### src/rtl/rr_burst_arbiter.sv
// Round-robin burst arbiter: merges WIDTH first-word-fall-through FIFO streams into one
// registered write port, with burst limit, hold with timeout, channel mask and optional strict channel 0.
module rr_burst_arbiter #(
    parameter int WIDTH        = 8,
    parameter int DATA_WIDTH   = 32,
    parameter int MAX_BURST    = 16,
    parameter int HOLD_TIMEOUT = 64,
    parameter int STRICT0      = 0
) (
    input  logic                          CLK,
    input  logic                          nRST,
    input  logic [WIDTH-1:0]              WRITE_REQ,
    input  logic [WIDTH-1:0]              HOLD_REQ,
    input  logic [WIDTH-1:0]              CH_ENABLE,
    input  logic [WIDTH*DATA_WIDTH-1:0]   DATA_IN,
    output logic [WIDTH-1:0]              READ_GRANT,
    input  logic                          READY_OUT,
    output logic                          WRITE_OUT,
    output logic [DATA_WIDTH-1:0]         DATA_OUT,
    output logic [$clog2(WIDTH)-1:0]      GRANT_ID,
    output logic                          BUSY
);

    localparam int IDW = $clog2(WIDTH);
    localparam int BW  = (MAX_BURST > 0) ? $clog2(MAX_BURST + 1) : 1;
    localparam int TW  = (HOLD_TIMEOUT > 0) ? $clog2(HOLD_TIMEOUT + 1) : 1;
    localparam logic [BW-1:0] BURST_MAX = BW'(MAX_BURST);
    localparam logic [TW-1:0] TMO_MAX   = TW'(HOLD_TIMEOUT);

    typedef enum logic {IDLE, GRANT} state_t;

    state_t                  state_q, state_d;
    logic [IDW-1:0]          owner_q, owner_d;
    logic [IDW-1:0]          last_q, last_d;
    logic                    busy_q, busy_d;
    logic [BW-1:0]           burst_q, burst_d;
    logic [TW-1:0]           idle_q, idle_d;
    logic                    wr_q;
    logic [DATA_WIDTH-1:0]   data_q;

    logic [WIDTH-1:0]        req;
    logic [IDW-1:0]          pick, idx;
    logic                    found;
    logic                    own_req, own_en, own_hold;
    logic                    burst_ok, rd, rel;
    logic [DATA_WIDTH-1:0]   own_word;

    // Rotating search starts one past the last served channel.
    always_comb begin
        req   = WRITE_REQ & CH_ENABLE;
        pick  = '0;
        idx   = '0;
        found = 1'b0;
        for (int k = 1; k <= WIDTH; k++) begin
            idx = IDW'((int'(last_q) + k) % WIDTH);
            if (!found && req[idx]) begin
                pick  = idx;
                found = 1'b1;
            end
        end
        if (STRICT0 != 0 && req[0])
            pick = '0;
    end

    always_comb begin
        own_req  = WRITE_REQ[owner_q];
        own_en   = CH_ENABLE[owner_q];
        own_hold = HOLD_REQ[owner_q];
        own_word = DATA_IN[int'(owner_q)*DATA_WIDTH +: DATA_WIDTH];
        burst_ok = (MAX_BURST == 0) || (burst_q < BURST_MAX) || own_hold;
        // Gated by nRST so a word is never popped on the edge that discards it.
        rd       = (state_q == GRANT) && nRST && READY_OUT && own_req && own_en && burst_ok;
        rel      = (state_q == GRANT) &&
                   (!own_en ||
                    (!own_req && !own_hold) ||
                    (MAX_BURST != 0 && burst_q == BURST_MAX && !own_hold) ||
                    (HOLD_TIMEOUT != 0 && idle_q == TMO_MAX));
        READ_GRANT          = '0;
        READ_GRANT[owner_q] = rd;
    end

    always_comb begin
        state_d = state_q;
        owner_d = owner_q;
        last_d  = last_q;
        busy_d  = busy_q;
        burst_d = burst_q;
        idle_d  = idle_q;
        case (state_q)
            IDLE: begin
                if (|req) begin
                    owner_d = pick;
                    busy_d  = 1'b1;
                    burst_d = '0;
                    idle_d  = '0;
                    state_d = GRANT;
                end
            end
            GRANT: begin
                if (rd) begin
                    idle_d = '0;
                    if (!(MAX_BURST != 0 && burst_q == BURST_MAX))
                        burst_d = burst_q + 1'b1;
                end else if (READY_OUT || own_hold) begin
                    // Pure backpressure without a hold does not age the grant.
                    if (!(HOLD_TIMEOUT != 0 && idle_q == TMO_MAX))
                        idle_d = idle_q + 1'b1;
                end
                if (rel) begin
                    state_d = IDLE;
                    last_d  = owner_q;
                    busy_d  = 1'b0;
                end
            end
            default: state_d = IDLE;
        endcase
    end

    always_ff @(posedge CLK) begin
        if (!nRST) begin
            state_q <= IDLE;
            owner_q <= '0;
            last_q  <= IDW'(WIDTH - 1);
            busy_q  <= 1'b0;
            burst_q <= '0;
            idle_q  <= '0;
            wr_q    <= 1'b0;
            data_q  <= '0;
        end else begin
            state_q <= state_d;
            owner_q <= owner_d;
            last_q  <= last_d;
            busy_q  <= busy_d;
            burst_q <= burst_d;
            idle_q  <= idle_d;
            wr_q    <= rd;
            if (rd)
                data_q <= own_word;
        end
    end

    assign WRITE_OUT = wr_q;
    assign DATA_OUT  = data_q;
    assign GRANT_ID  = owner_q;
    assign BUSY      = busy_q;

endmodule
### config.mk
export PLATFORM = sky130hd
export DESIGN_NAME = rr_burst_arbiter
export DESIGN_NICKNAME = d
export VERILOG_FILES = /design/src/rtl/rr_burst_arbiter.sv
export SDC_FILE = /design/constraint.sdc
export NUM_CORES = 1
export LEC_CHECK = 0
export ABC_AREA = 1
export BUFFER_PORTS_ARGS = -buffer_cell sky130_fd_sc_hd__buf_2
export CORE_MARGIN = 10
export CORE_UTILIZATION = 36
export CTS_CLUSTER_SIZE = 25
export DETAILED_ROUTE_END_ITERATION = 12
export GPL_ROUTABILITY_DRIVEN = 0
export PLACE_DENSITY = 0.83
export SYNTH_ARGS = -nofsm -noshare
export SYNTH_HDL_FRONTEND = slang
export SYNTH_SLANG_ARGS = --single-unit
export TNS_END_PERCENT = 30
### constraint.sdc
create_clock -name CLK -period 5.05 [get_ports CLK]
set_input_delay 0.505 -clock CLK [delete_from_list [all_inputs] [get_ports CLK]]
set_output_delay 0.505 -clock CLK [all_outputs]
set_load 0.005 [all_outputs]
==> flow_metrics.env <==
export IMPL_outcome="completed"
export IMPL_vias_per_cell=5.594
export IMPL_p_clk_share_pct=17.2
export IMPL_fp_dieH_um=132.7
export IMPL_startpoint_type="flop"
export IMPL_synth_compound_area_share_pct=28.22
export IMPL_insertion_delay_ns=0.30
export IMPL_critPathMaxFanout=38
export IMPL_cts_buffers=5
export IMPL_die_x_um=132.7
export IMPL_crit_required_ns=5.24
export IMPL_core_um2=12520
export IMPL_wl_per_cell_um=20.57
export IMPL_grt_max_degree=39
export IMPL_drive_gt1_share_pct=35.59
export IMPL_async_flop_share_pct=0
export IMPL_numPortBuffers=327
export IMPL_cpLargestDelayFamily="simple AND/OR/NAND/NOR gates"
export IMPL_drc=0
export IMPL_p_switching_mw=1.046
export IMPL_track_usage_pct=26.08
export IMPL_seq_area_frac_synth_pct=23.21
export IMPL_end_kind="flop"
export IMPL_cap_violations=0
export IMPL_synth_area_leaders="dfxtp_1, nand2_1, a221oi_1"
export IMPL_hold_violations=0
export IMPL_ir_worst_vdd_mv=0.1503
export IMPL_synthAdderAreaFrac_pct=1.642
export IMPL_slew_violations=0
export IMPL_fin_area_um2=6446
export IMPL_switching_share_pct=48.68
export IMPL_grt_pass1_wl_mm=36.98
export IMPL_dieArea_um2=17610
export IMPL_vias=6758
export IMPL_synth_ff_type="dfxtp_1"
export IMPL_power_density_nw_per_um2=333.4
export IMPL_p_seq_share_pct=24.1
export IMPL_nNetsFinal=1322
export IMPL_power_frac_comb_pct=58.7
export IMPL_tightest_slew_ns=0.8798
export IMPL_clk_pin_slew_ns=0.08
export IMPL_grt_overflow=0
export IMPL_worst_setup_path_type="flop to flop"
export IMPL_synth_top_family_by_area="simple AND/OR/NAND/NOR gates"
export IMPL_syn_nets=1024
export IMPL_netlist_area_um2=4572
export IMPL_yosys_area_share_xor_xnor_pct=1.724
export IMPL_cp_arrival_ns=4.06
export IMPL_synth_seq_cells=53
export IMPL_min_from="DATA_OUT[16]"
export IMPL_critPathLaunch="GRANT_ID[1]"
export IMPL_synth_top_cell_by_area="dfxtp_1"
export IMPL_initial_core_util_pct=36.53
export IMPL_ios=328
export IMPL_synth_cells=735
export IMPL_finalSetupViolations=0
export IMPL_fillers=1292
export IMPL_cts_setup_buffers=0
export IMPL_clock_fmax_mhz=258.5
export IMPL_finalSetupTns_ns=0
export IMPL_antenna_found_initial=5
export IMPL_critical_path_buf_inv_count=3
export IMPL_crit_top_cell="nand2_1"
export IMPL_p_leak_nw=3.419
export IMPL_skew_ns=0.007389
export IMPL_synthToLayoutAreaGrowth_pct=41.00
export IMPL_cts_sinks=53
export IMPL_r2r_start="GRANT_ID[1]"
export IMPL_antenna_left=0
export IMPL_ys_types=41
export IMPL_rows=41
export IMPL_hold_slack_ns=0.4735
export IMPL_cts_hold_buf=0
export IMPL_netlist_area_leader_share_pct=23.21
export IMPL_crit_chain="inv_2 > nand3_1 > inv_2 > nand2_1 > nand4_2 > nand2_1 > nor2_4 > buf_4 > nand2_2 > nand2_2 > nand3b_1 > nand2_1 > nor2_1"
export IMPL_hpwl_mm=19.75
export IMPL_synth_simple_area_share_pct=36.12
export IMPL_cts_tree="yes"
export IMPL_synth_edf_count=0
export IMPL_period_minus_slack_ns=3.868
export IMPL_synth_mux_area_share_pct=0
export IMPL_cts_path_max_buffers=2
export IMPL_root_buffer="clkbuf_16"
export IMPL_max_stage_delay_ns=0.77
export IMPL_placed_area_um2=6282
export IMPL_max_slew_margin_pct=41.18
export IMPL_synth_most_common_cell="nand2_1"
export IMPL_drt_pass1_iterations=6
export IMPL_slowest_stage="inv_2"
export IMPL_hold_path_class="flop to flop"
export IMPL_grt_pass1_vias=6603
export IMPL_timing_final_crit_share_pct=76.60
export IMPL_intPower_mw=1.103
export IMPL_syn_avg_cell_area_um2=6.220
export IMPL_cts_resized=0
export IMPL_drtIter0Drc=944
export IMPL_synth_common_cells="nand2_1, nand3_1, a221oi_1"
export IMPL_htree_levels=2
export IMPL_finalWirelength_mm=24.85
export IMPL_rsz0062_at_grt="false"
export IMPL_p_total_mw=2.149
export IMPL_yosys_warnings=0
-- cell usage in the layout (no fill, tap or decap), types with 3 or more instances in the layout --
cell type / n
a21oi_1: 19
a221oi_1: 54
a22o_1: 14
a22oi_1: 11
a31oi_1: 28
buf_2: 327
buf_4: 5
clkbuf_16: 5
dfxtp_1: 53
ha_1: 6
inv_1: 50
inv_2: 12
nand2_1: 221
nand3_1: 69
nand3_2: 4
nand4_1: 12
nor2_1: 50
nor3_1: 5
o211ai_1: 3
o21ai_0: 28
o21ai_1: 19
o22ai_1: 4
o2bb2ai_1: 4
xnor2_1: 4
xor2_1: 5
-- final timing paths --
kind                  endpoint  slack [ns]  cells past startpoint
hold reg to reg   DATA_OUT[16]        0.47                      2
setup reg to reg    burst_q[3]        1.18                     13
setup / recovery    burst_q[3]        1.18                     13
hold / removal    DATA_OUT[16]        0.47                      2
-- flip-flops by register name (all words and copies together), names as in the netlist --
name and count:
BUSY 1, GRANT_ID 3, idle_q 7, state_q 1, last_q 3, DATA_OUT 32, burst_q 5, WRITE_OUT 1
-- power groups by stage --
stage | Clock (mW) | Combinational [mW] | Sequential, mW
floorplan | 0 | 0.872 | 0.504
global placement | 0 | 1.23 | 0.525
detailed placement | 0 | 1.24 | 0.526
CTS | 0.375 | 1.24 | 0.517
global route | 0.388 | 1.41 | 0.527
finish | 0.369 | 1.26 | 0.519
-- cell type report --
type / instances / area (um^2) / area share, %
Antenna cell: 2 / 5.005 / 0.07764
Clock buffer: 5 / 125.1 / 1.941
Clock inverter: 3 / 33.78 / 0.5241
Inverter: 63 / 236.5 / 3.668
Multi-Input combinational cell: 578 / 3095 / 48.02
Sequential cell: 53 / 1061 / 16.46
Tap cell: 172 / 215.2 / 3.339
Timing Repair Buffer: 332 / 1674 / 25.97
-- metal layers --
metal | vias up | track usage, % | wire (um)
li1 | 3190 | - | -
met1 | 3012 | 30.04 | 9098
met2 | 499 | 44.55 | 11730
met3 | 49 | 9.652 | 3382
met4 | 8 | 6.540 | 573
met5 | - | 0 | 63
-- per-stage QoR --
stage | utilization [%] | setup WS [ns] | std cells
after floorplan | - | 2.818 | 735
after global placement | 50.19 | 1.508 | 1198
after detailed placement | 50.19 | 1.382 | 1198
after CTS | 51.46 | 1.351 | 1206
after global routing | 51.46 | 1.083 | 1206
final | 51.50 | 1.182 | 1208
-- logic make-up (layout without fill, tap and decap cells) --
group,Yosys count,in the layout
fa+ha+maj,6,6
simple gates,376,376
compound gates,187,187
xor+xnor,9,9
buf+inv,104,403
flops,53,53
other cells,0,2
-- worst register-to-register path, stage by stage, from the launching register on --
cell	delay (ns)
dfxtp_1	0.38
inv_2	0.15
nand3_1	0.64
inv_2	0.78
nand2_1	0.14
nand4_2	0.18
nand2_1	0.11
nor2_4	0.46
buf_4	0.45
nand2_2	0.15
nand2_2	0.14
nand3b_1	0.09
nand2_1	0.07
nor2_1	0.04
No activity file was read; power rests on OpenSTA's default activity.
